### config.mk
export PLATFORM = sky130hd
export DESIGN_NAME = rv_ifetch
export DESIGN_NICKNAME = d
export VERILOG_FILES = /design/src/rtl/rv_pkg.sv /design/src/rtl/rv_ifetch.sv
export SDC_FILE = /design/constraint.sdc
export NUM_CORES = 1
export LEC_CHECK = 0
export CORE_ASPECT_RATIO = 0.9
export CORE_MARGIN = 2
export CORE_UTILIZATION = 39
export CTS_CLUSTER_DIAMETER = 150
export DETAILED_ROUTE_END_ITERATION = 8
export PLACE_DENSITY = 0.82
export SLEW_MARGIN = 25
export SYNTH_ARGS = -nofsm -noshare
export SYNTH_HDL_FRONTEND = slang
export SYNTH_SLANG_ARGS = --single-unit
### constraint.sdc
create_clock -name clk -period 1.72 [get_ports clk]
set_clock_uncertainty 0.15 [all_clocks]
set_input_delay 0.172 -clock clk [delete_from_list [all_inputs] [get_ports clk]]
set_output_delay 0.172 -clock clk [all_outputs]
set_load 0.05 [all_outputs]
### src/rtl/rv_pkg.sv
// Shared RV32 definitions used by the fetch stage and its neighbours.
// Holds the architectural word width and the two instruction encodings fetch cares about.
package rv_pkg;

    localparam int unsigned XLEN = 32;

    typedef logic [XLEN-1:0] instr_t;

    localparam instr_t RV_NOP    = 32'h0000_0013;
    localparam instr_t RV_EBREAK = 32'h0010_0073;

endpackage

### src/rtl/rv_ifetch.sv
// Instruction-fetch stage: owns the PC, drives rv_imem and feeds decode through a one-entry
// valid/ready slot. Handles redirect flushes, EBREAK halt and out-of-range fetch faults.
module rv_ifetch
    import rv_pkg::*;
#(
    parameter logic [31:0] RESET_PC = 32'h0000_0000,
    parameter int unsigned WORDS    = 64
) (
    input  logic        clk,
    input  logic        rst,
    output logic [31:0] imem_addr,
    input  logic [31:0] imem_rdata,
    input  logic        redirect_valid,
    input  logic [31:0] redirect_pc,
    output logic        if_valid,
    input  logic        if_ready,
    output logic [31:0] if_pc,
    output logic [31:0] if_instr,
    output logic        halted,
    output logic        fault,
    output logic [31:0] fetch_count
);

    logic [31:0] pc_q, pc_d;
    logic        if_valid_q, if_valid_d;
    logic [31:0] if_pc_q, if_pc_d;
    instr_t      if_instr_q, if_instr_d;
    logic        halted_q, halted_d;
    logic        fault_q, fault_d;
    logic [31:0] fetch_count_q, fetch_count_d;

    logic take;
    logic redirect_go;
    logic can_fetch;
    logic in_range;
    logic is_ebreak;

    assign take        = if_valid_q && if_ready;
    assign redirect_go = redirect_valid && !halted_q;
    assign can_fetch   = !halted_q && !redirect_valid && (!if_valid_q || take);
    assign in_range    = (32'(pc_q[31:2]) < WORDS);
    assign is_ebreak   = (imem_rdata == RV_EBREAK);

    always_comb begin
        pc_d          = pc_q;
        if_valid_d    = if_valid_q;
        if_pc_d       = if_pc_q;
        if_instr_d    = if_instr_q;
        halted_d      = halted_q;
        fault_d       = fault_q;
        fetch_count_d = fetch_count_q;

        // The handshake counts even when a redirect flushes the slot on the same edge.
        if (take) begin
            fetch_count_d = fetch_count_q + 32'd1;
            if_valid_d    = 1'b0;
        end

        if (redirect_go) begin
            pc_d       = {redirect_pc[31:2], 2'b00};
            if_valid_d = 1'b0;
        end else if (can_fetch) begin
            if (in_range) begin
                if_pc_d    = pc_q;
                if_instr_d = imem_rdata;
                if_valid_d = 1'b1;
                pc_d       = pc_q + 32'd4;
                if (is_ebreak) begin
                    halted_d = 1'b1;
                end
            end else begin
                fault_d  = 1'b1;
                halted_d = 1'b1;
            end
        end
    end

    always_ff @(posedge clk) begin
        if (rst) begin
            pc_q          <= RESET_PC;
            if_valid_q    <= 1'b0;
            if_pc_q       <= 32'h0000_0000;
            if_instr_q    <= RV_NOP;
            halted_q      <= 1'b0;
            fault_q       <= 1'b0;
            fetch_count_q <= 32'h0000_0000;
        end else begin
            pc_q          <= pc_d;
            if_valid_q    <= if_valid_d;
            if_pc_q       <= if_pc_d;
            if_instr_q    <= if_instr_d;
            halted_q      <= halted_d;
            fault_q       <= fault_d;
            fetch_count_q <= fetch_count_d;
        end
    end

    assign imem_addr   = pc_q;
    assign if_valid    = if_valid_q;
    assign if_pc       = if_pc_q;
    assign if_instr    = if_instr_q;
    assign halted      = halted_q;
    assign fault       = fault_q;
    assign fetch_count = fetch_count_q;

endmodule

==> flow_summary_export.csv, run 1 <==
group,metric,value,unit
power_and_ir_drop,power_switching_share,25.0,%
power_and_ir_drop,internal_power,6.07,mW
synthesis,yosys.area_share.simple,27.8,%
synthesis,syn_area,0.00487,sq mm
clocking,cts_made_buffers,17,
layout,final_nets,898,
layout,antennaDiodeCount,0,
die,die_height,110,microns
worst_setup_path,crit_path_start_kind,"flop",
worst_setup_path,cp_data_arrival_time,2150,ps
synthesis,yosysTopAreaCellShare,52.2,%
worst_setup_path,cp.required,1880,ps
routing,drtPass1Iterations,5,
die,initial_utilization,40.1,%
global_route,gr-total-overflow,0,
worst_setup_path,path_cells,"or4_4, nor2_4, and3_4, buf_12, buf_12, nand2_4, nor3b_2",
power_and_ir_drop,pwr_density_cell,949,mW/mm^2
global_route,grt_pass1_vias,4563,
flow_run,maxCapViolations,0,
run_status,status,"finished with violations",
power_and_ir_drop,combPwrFrac,12.9,%
clocking,insertion_delay,430,ps
synthesis,synth_top_family_by_area,"simple AND/OR/NAND/NOR gates",
routing,detail-route-antenna-nets,0,
worst_hold_path,hold_path.class,"input port to flop",
sta,post-route-min-period,1990,ps
synthesis,synth_mux_area_share,0.206,%
die,core_region_area,0.0121,sq mm
synthesis,synth-seq-cells,127,
die,ios,199,
power_and_ir_drop,clkPwrFrac,49.4,%
sta,whs,64.5,ps
sta,finalCritPeriodShare,116,%
placed_design,place_congestion,0.833,
routing,route.detailed.drc,0,
die,rows,38,
die,die_x,122,microns
placed_design,numPortBuffers,192,
placed_design,placed_area,0.00706,sq mm
routing,totalWireLength,16.7,mm
clocking,htreeDepth,4,
clocking,cts_hold_buf,0,
routing,vias,5103,
global_route,grt_start_max_net_pins,60,
worst_setup_path,slowest_stage,"or4_4",
sta,final-setup-viol-count,73,
power_and_ir_drop,vdd_drop_max,0.923,mV
die,die-area,0.0134,sq mm
synthesis,avgSynthCellArea,8.54,sq um
synthesis,syn_inst,570,
global_route,grt_antenna_before_repair,0,
layout,mostFrequentLayoutCells,"buf_4, nand2_1, dfxtp_1, clkdlybuf4s50_1, a21oi_1",
sta,slew_violations,0,
clocking,cts_num_sinks,127,
routing,drt-initial-drc-count,291,
sta,setup_slack,-270,ps
run_status,violations,"setup timing",
power_and_ir_drop,p_leak,3.62,nW
power_and_ir_drop,power_frac_seq,37.7,%
clocking,cts_tree,"built",
global_route,grt_pass1_wl,22.7,mm
worst_setup_path,crit_top_cell,"buf_12",
layout,drive_gt1_share,44.1,%
sta,rsz0062_at_grt,"yes",
worst_setup_path,r2r-start,"imem_addr[13]$_SDFFE_PP0P_",
worst_setup_path,critPathKind,"flop to flop",
worst_setup_path,critPathLaunch,"imem_addr[13]$_SDFFE_PP0P_",
synthesis,synth_area_leaders,"dfxtp_1, nand2_1, a21oi_1",
clocking,cts_buffer_depth,2,
routing,avgViaCountPerCell,5.10,
clocking,path_clk_slew,60,ps
placed_design,hpwlAfterDp,10.4,mm
synthesis,synth_largest_area_cell,"dfxtp_1",
synthesis,synth_adder_area_share,0.514,%
routing,wl_per_cell,16.7,microns
placed_design,place_ws,-329,ps
worst_hold_path,hold_start,"rst",
clocking,cts-root-buf,"clkbuf_16",
layout,syn2layout_area_growth,75.1,%
worst_setup_path,cp-end-kind,"flop",
power_and_ir_drop,p_sw,2.02,mW
synthesis,seq_area_frac_synth,52.2,%
sta,hold_viol,0,
layout,mostFrequentLayoutCell,"buf_4",
worst_setup_path,critical_path.max_fanout,7,
sta,fmax,503,MHz
synthesis,ys.warnings.count,0,
placed_design,place_inst,941,
worst_setup_path,slowest_delay,540,ps
layout,design_area,0.00852,sq mm
layout,layoutNonFillerInstCount,1001,
synthesis,synth-compound-area-share,8.85,%
power_and_ir_drop,power,8.09,mW
synthesis,ys_types,45,
synthesis,synthXorXnorAreaFrac,5.22,%
global_route,grt_usage,22.1,%
==> layer usage <==
layer | global-route usage (%) | vias to the layer above | part of all wire (%)
met2 | 37.3 | 203 | 50
met1 | 25.9 | 2434 | 42
met5 | 0 | - | 0
li1 | - | 2440 | -
met3 | 7.57 | 26 | 6.2
met4 | 9.11 | 0 | 1.7
==> per-stage QoR <==
stage / TNS (ps) / utilization, %
6_report: -12120 / 70.3
2_1_floorplan: -7650 / -
3_3_place_gp: -23400 / 58.2
3_5_place_dp: -23580 / 58.2
4_1_cts: -11090 / 64.6
5_1_grt: -17430 / 70.3
==> critical path: cells and delay by family (launching register included) <==
family                 cells  cell delay [ps]
flip-flops                 1              320
AND/OR/NAND/NOR            5             1190
buffers and inverters      2              230
==> worst paths after layout <==
path                                                  end  slack [ps]  cells past startpoint
worst min register to register   if_instr[6]$_SDFFE_PP0P_         310                      2
worst max-delay path            imem_addr[2]$_SDFFE_PP0P_        -270                      7
worst min-delay path            imem_addr[8]$_SDFFE_PP0P_          60                      3
worst max register to register  imem_addr[2]$_SDFFE_PP0P_        -270                      7
==> cell type report <==
cell class | count | area [sq um]
clock buffer | 20 | 489
tap | 160 | 200
multi-input combinational | 399 | 2560
clock inverter | 12 | 176
fill | 857 | 3600
sequential | 127 | 2640
inverter | 8 | 30.0
timing repair buffer | 275 | 2430
==> cells by family after synthesis <==
| group | after synthesis |
|---|---|
| buf+inv | 48 |
| simple gates | 282 |
| xor+xnor | 29 |
| compound gates | 80 |
| other cells | 1 |
| mux | 1 |
| fa+ha+maj | 2 |
| flops | 127 |
==> repair_timing <==
action / CTS / global route
setup endpoints to repair: 73 / 90
pin swaps: 8 / 43
resized for setup: 12 / 94
setup buffers: 2 / 17
cloned: 1 / 9
==> registers in the layout (all words and copies together), names as in the netlist <==
name         flops
fetch_count     32
imem_addr       30
if_pc           30
if_instr        32
if_valid         1
halted           1
fault            1
==> synthesized netlist by cell type, drive strengths merged <==
library cell	instances
nor4	11
nand2b	1
a31oi	1
nor2b	3
nor4bb	1
buf	18
and4	8
and3	30
nor3	18
or4b	1
inv	8
nor3b	3
o211a	1
nor2	38
nor4b	2
nand3	17
ha	2
nand4	8
a21oi	62
xor2	7
a22oi	1
nand2	134
or4	2
o211ai	1
a311oi	1
o21ai	8
a41oi	1
a221oi	1
or3	3
mux2i	1
and2	2
a211oi	2
xnor2	22
conb	1
a21boi	1
dfxtp	127
clkbuf	22
==> power by group through the flow <==
| stage | clock, mW | combinational, mW | sequential, mW |
|---|---|---|---|
| after floorplan | 0 | 0.261 | 3.34 |
| final | 4.00 | 1.04 | 3.05 |
| after detailed placement | 0 | 0.935 | 3.10 |
| after CTS | 4.03 | 0.964 | 3.04 |
| after global placement | 0 | 0.927 | 3.10 |
| after global routing | 4.18 | 1.10 | 3.06 |
No activity file was read; power rests on OpenSTA's default activity.
==> run 2: changes to the inputs <==
--- a/config.mk
+++ b/config.mk
@@ -15,3 +15,4 @@
 export SYNTH_ARGS = -nofsm -noshare
 export SYNTH_HDL_FRONTEND = slang
 export SYNTH_SLANG_ARGS = --single-unit
+export TNS_END_PERCENT = 30
==> flow_summary_export.csv, run 2 (synthesis gave the netlist of run 1 again) <==
group,metric,value,unit
global_route,grt_antenna_before_repair,1,
worst_setup_path,cp-end-kind,"flop",
clocking,cts_made_buffers,17,
layout,design_area,0.00795,sq mm
routing,detail-route-antenna-nets,0,
routing,vias,4906,
placed_design,place_congestion,0.818,
worst_hold_path,hold_path.class,"input port to flop",
layout,syn2layout_area_growth,63.4,%
layout,fillCellCount,977,
sta,whs,49.5,ps
worst_setup_path,cp_data_arrival_time,2120,ps
layout,finalCoreUtilization,65.6,%
die,rows,38,
die,die-area,0.0134,sq mm
global_route,grt_pass1_wl,21.8,mm
layout,layoutNonFillerInstCount,988,
sta,final-setup-viol-count,82,
worst_hold_path,min_path_cells,4,
routing,drt-initial-drc-count,240,
layout,final_nets,884,
clocking,cts_num_sinks,127,
clocking,cts_tree,"built",
worst_hold_path,hold_start,"rst",
sta,setup_slack,-246,ps
run_status,violations,"setup timing",
die,die_x,122,microns
sta,post-route-min-period,1970,ps
global_route,grt_pass1_vias,4640,
clocking,cts-root-buf,"clkbuf_16",
clocking,insertion_delay,410,ps
worst_setup_path,r2r-end,"if_pc[8]$_SDFFE_PP0P_",
clocking,path_clk_slew,60,ps
global_route,grt_start_max_net_pins,71,
placed_design,placed_area,0.00714,sq mm
clocking,cts_hold_buf,0,
layout,mostFrequentLayoutCells,"buf_4, nand2_1, dfxtp_1, clkdlybuf4s50_1, a21oi_1",
placed_design,place_ws,-468,ps
worst_setup_path,cp.required,1870,ps
routing,wl_per_cell,15.0,microns
worst_setup_path,crit_path_start_kind,"flop",
sta,finalSetupTns,-15310,ps
power_and_ir_drop,vdd_drop_max,0.632,mV
flow_run,maxCapViolations,0,
die,core_region_area,0.0121,sq mm
die,initial_utilization,40.1,%
worst_setup_path,critPathKind,"flop to flop",
die,ios,199,
clocking,cts_buffer_depth,2,
sta,fmax,509,MHz
routing,drtPass1Iterations,4,
worst_setup_path,r2r_cells,6,
die,die_height,110,microns
worst_setup_path,r2r-start,"imem_addr[11]$_SDFFE_PP0P_",
sta,max_slew_margin,51.7,%
layout,register_area,0.00263,sq mm
routing,avgViaCountPerCell,4.97,
power_and_ir_drop,p_leak,3.38,nW
worst_setup_path,critical_path.max_fanout,29,
global_route,grt_usage,20.9,%
sta,finalCritPeriodShare,114,%
sta,slew_violations,0,
run_status,status,"finished with violations",
layout,multi_input_area,0.00225,sq mm
sta,hold_viol,0,
power_and_ir_drop,power,7.46,mW
clocking,htreeDepth,4,
layout,mostFrequentLayoutCell,"buf_4",
routing,totalWireLength,14.8,mm
layout,drive_gt1_share,36.4,%
power_and_ir_drop,pwr_density_cell,938,mW/mm^2
placed_design,place_inst,950,
sta,worst_slew_pin_slew,724,ps
placed_design,numPortBuffers,192,
placed_design,hpwlAfterDp,10.4,mm
worst_hold_path,min_to,"if_instr[0]$_SDFFE_PP1P_",
global_route,gr-total-overflow,0,
sta,rsz0062_at_grt,"yes",
routing,route.detailed.drc,0,
worst_setup_path,ff2ff_setup_slack,-250,ps
==> run 2: changes by cell type in the layout (fill, tap and decap cells not counted), moves of 6 or more <==
| cell | delta |
|---|---|
| nor3_4 | -7 |
| and3_4 | -24 |
| and3_1 | +23 |
| buf_4 | -6 |
| a21oi_2 | -8 |
| a21oi_1 | +8 |
| nand2_1 | +8 |
==> run 2: final cells by class <==
cell class / instances / share of cell area, %
Antenna cell: 1 / 0.0315
Clock buffer: 19 / 5.84
Clock inverter: 13 / 1.43
Inverter: 8 / 0.378
Multi-Input combinational cell: 398 / 28.3
Sequential cell: 127 / 33.1
Tap cell: 160 / 2.52
Timing Repair Buffer: 262 / 28.4
==> run 2: metal layers <==
layer / track usage, % / wire [microns] / up-vias
met4: 10.8 / 473 / 0
met1: 23.9 / 6240 / 2283
met2: 36.2 / 7300 / 169
met5: 0 / 0 / -
li1: - / - / 2421
met3: 5.29 / 803 / 33
==> run 2: timing repair <==
action	in CTS	in global routing
buffers inserted	0	2
resized for setup	8	25
pin swaps	3	5
gates cloned	0	3
setup endpoints to repair	84	95
==> run 2: worst max-delay path by stage <==
| stage | start | to | slack (ps) | cells after the start |
|---|---|---|---|---|
| 2_1_floorplan | imem_addr[14]$_SDFFE_PP0P_ | if_pc[5]$_SDFFE_PP0P_ | -190 | 7 |
| 3_3_place_gp | imem_rdata[20] | halted$_SDFFE_PP0P_ | -390 | 5 |
| 3_5_place_dp | imem_rdata[23] | halted$_SDFFE_PP0P_ | -470 | 5 |
| 4_1_cts | imem_addr[14]$_SDFFE_PP0P_ | if_instr[11]$_SDFFE_PP0P_ | -230 | 6 |
| 5_1_grt | imem_addr[11]$_SDFFE_PP0P_ | if_instr[12]$_SDFFE_PP0P_ | -310 | 7 |
| 6_report | imem_addr[11]$_SDFFE_PP0P_ | if_pc[8]$_SDFFE_PP0P_ | -250 | 6 |
==> run 2: power by group <==
group,leakage [nW],total [mW],internal [mW],switching [mW]
Clock,0.284,3.42,2.11,1.32
Combinational,2.04,0.989,0.427,0.561
Sequential,1.05,3.05,2.99,0.0597
==> run 2: critical path, stage by stage, from the launching register on <==
cell and delay (ps):
dfxtp_4 340, or4_4 550, nor2_4 130, buf_4 130, nand3_4 130, clkbuf_16 230
and3_1 190
==> run 3: changes to the inputs <==
--- a/config.mk
+++ b/config.mk
@@ -9,6 +9,7 @@
 export CORE_MARGIN = 2
 export CORE_UTILIZATION = 39
 export CTS_CLUSTER_DIAMETER = 150
+export CTS_CLUSTER_SIZE = 24
 export DETAILED_ROUTE_END_ITERATION = 8
 export PLACE_DENSITY = 0.82
 export SLEW_MARGIN = 25
==> results of run 3 <==
The final DEF is identical to that of run 2; final timing and power are the same.
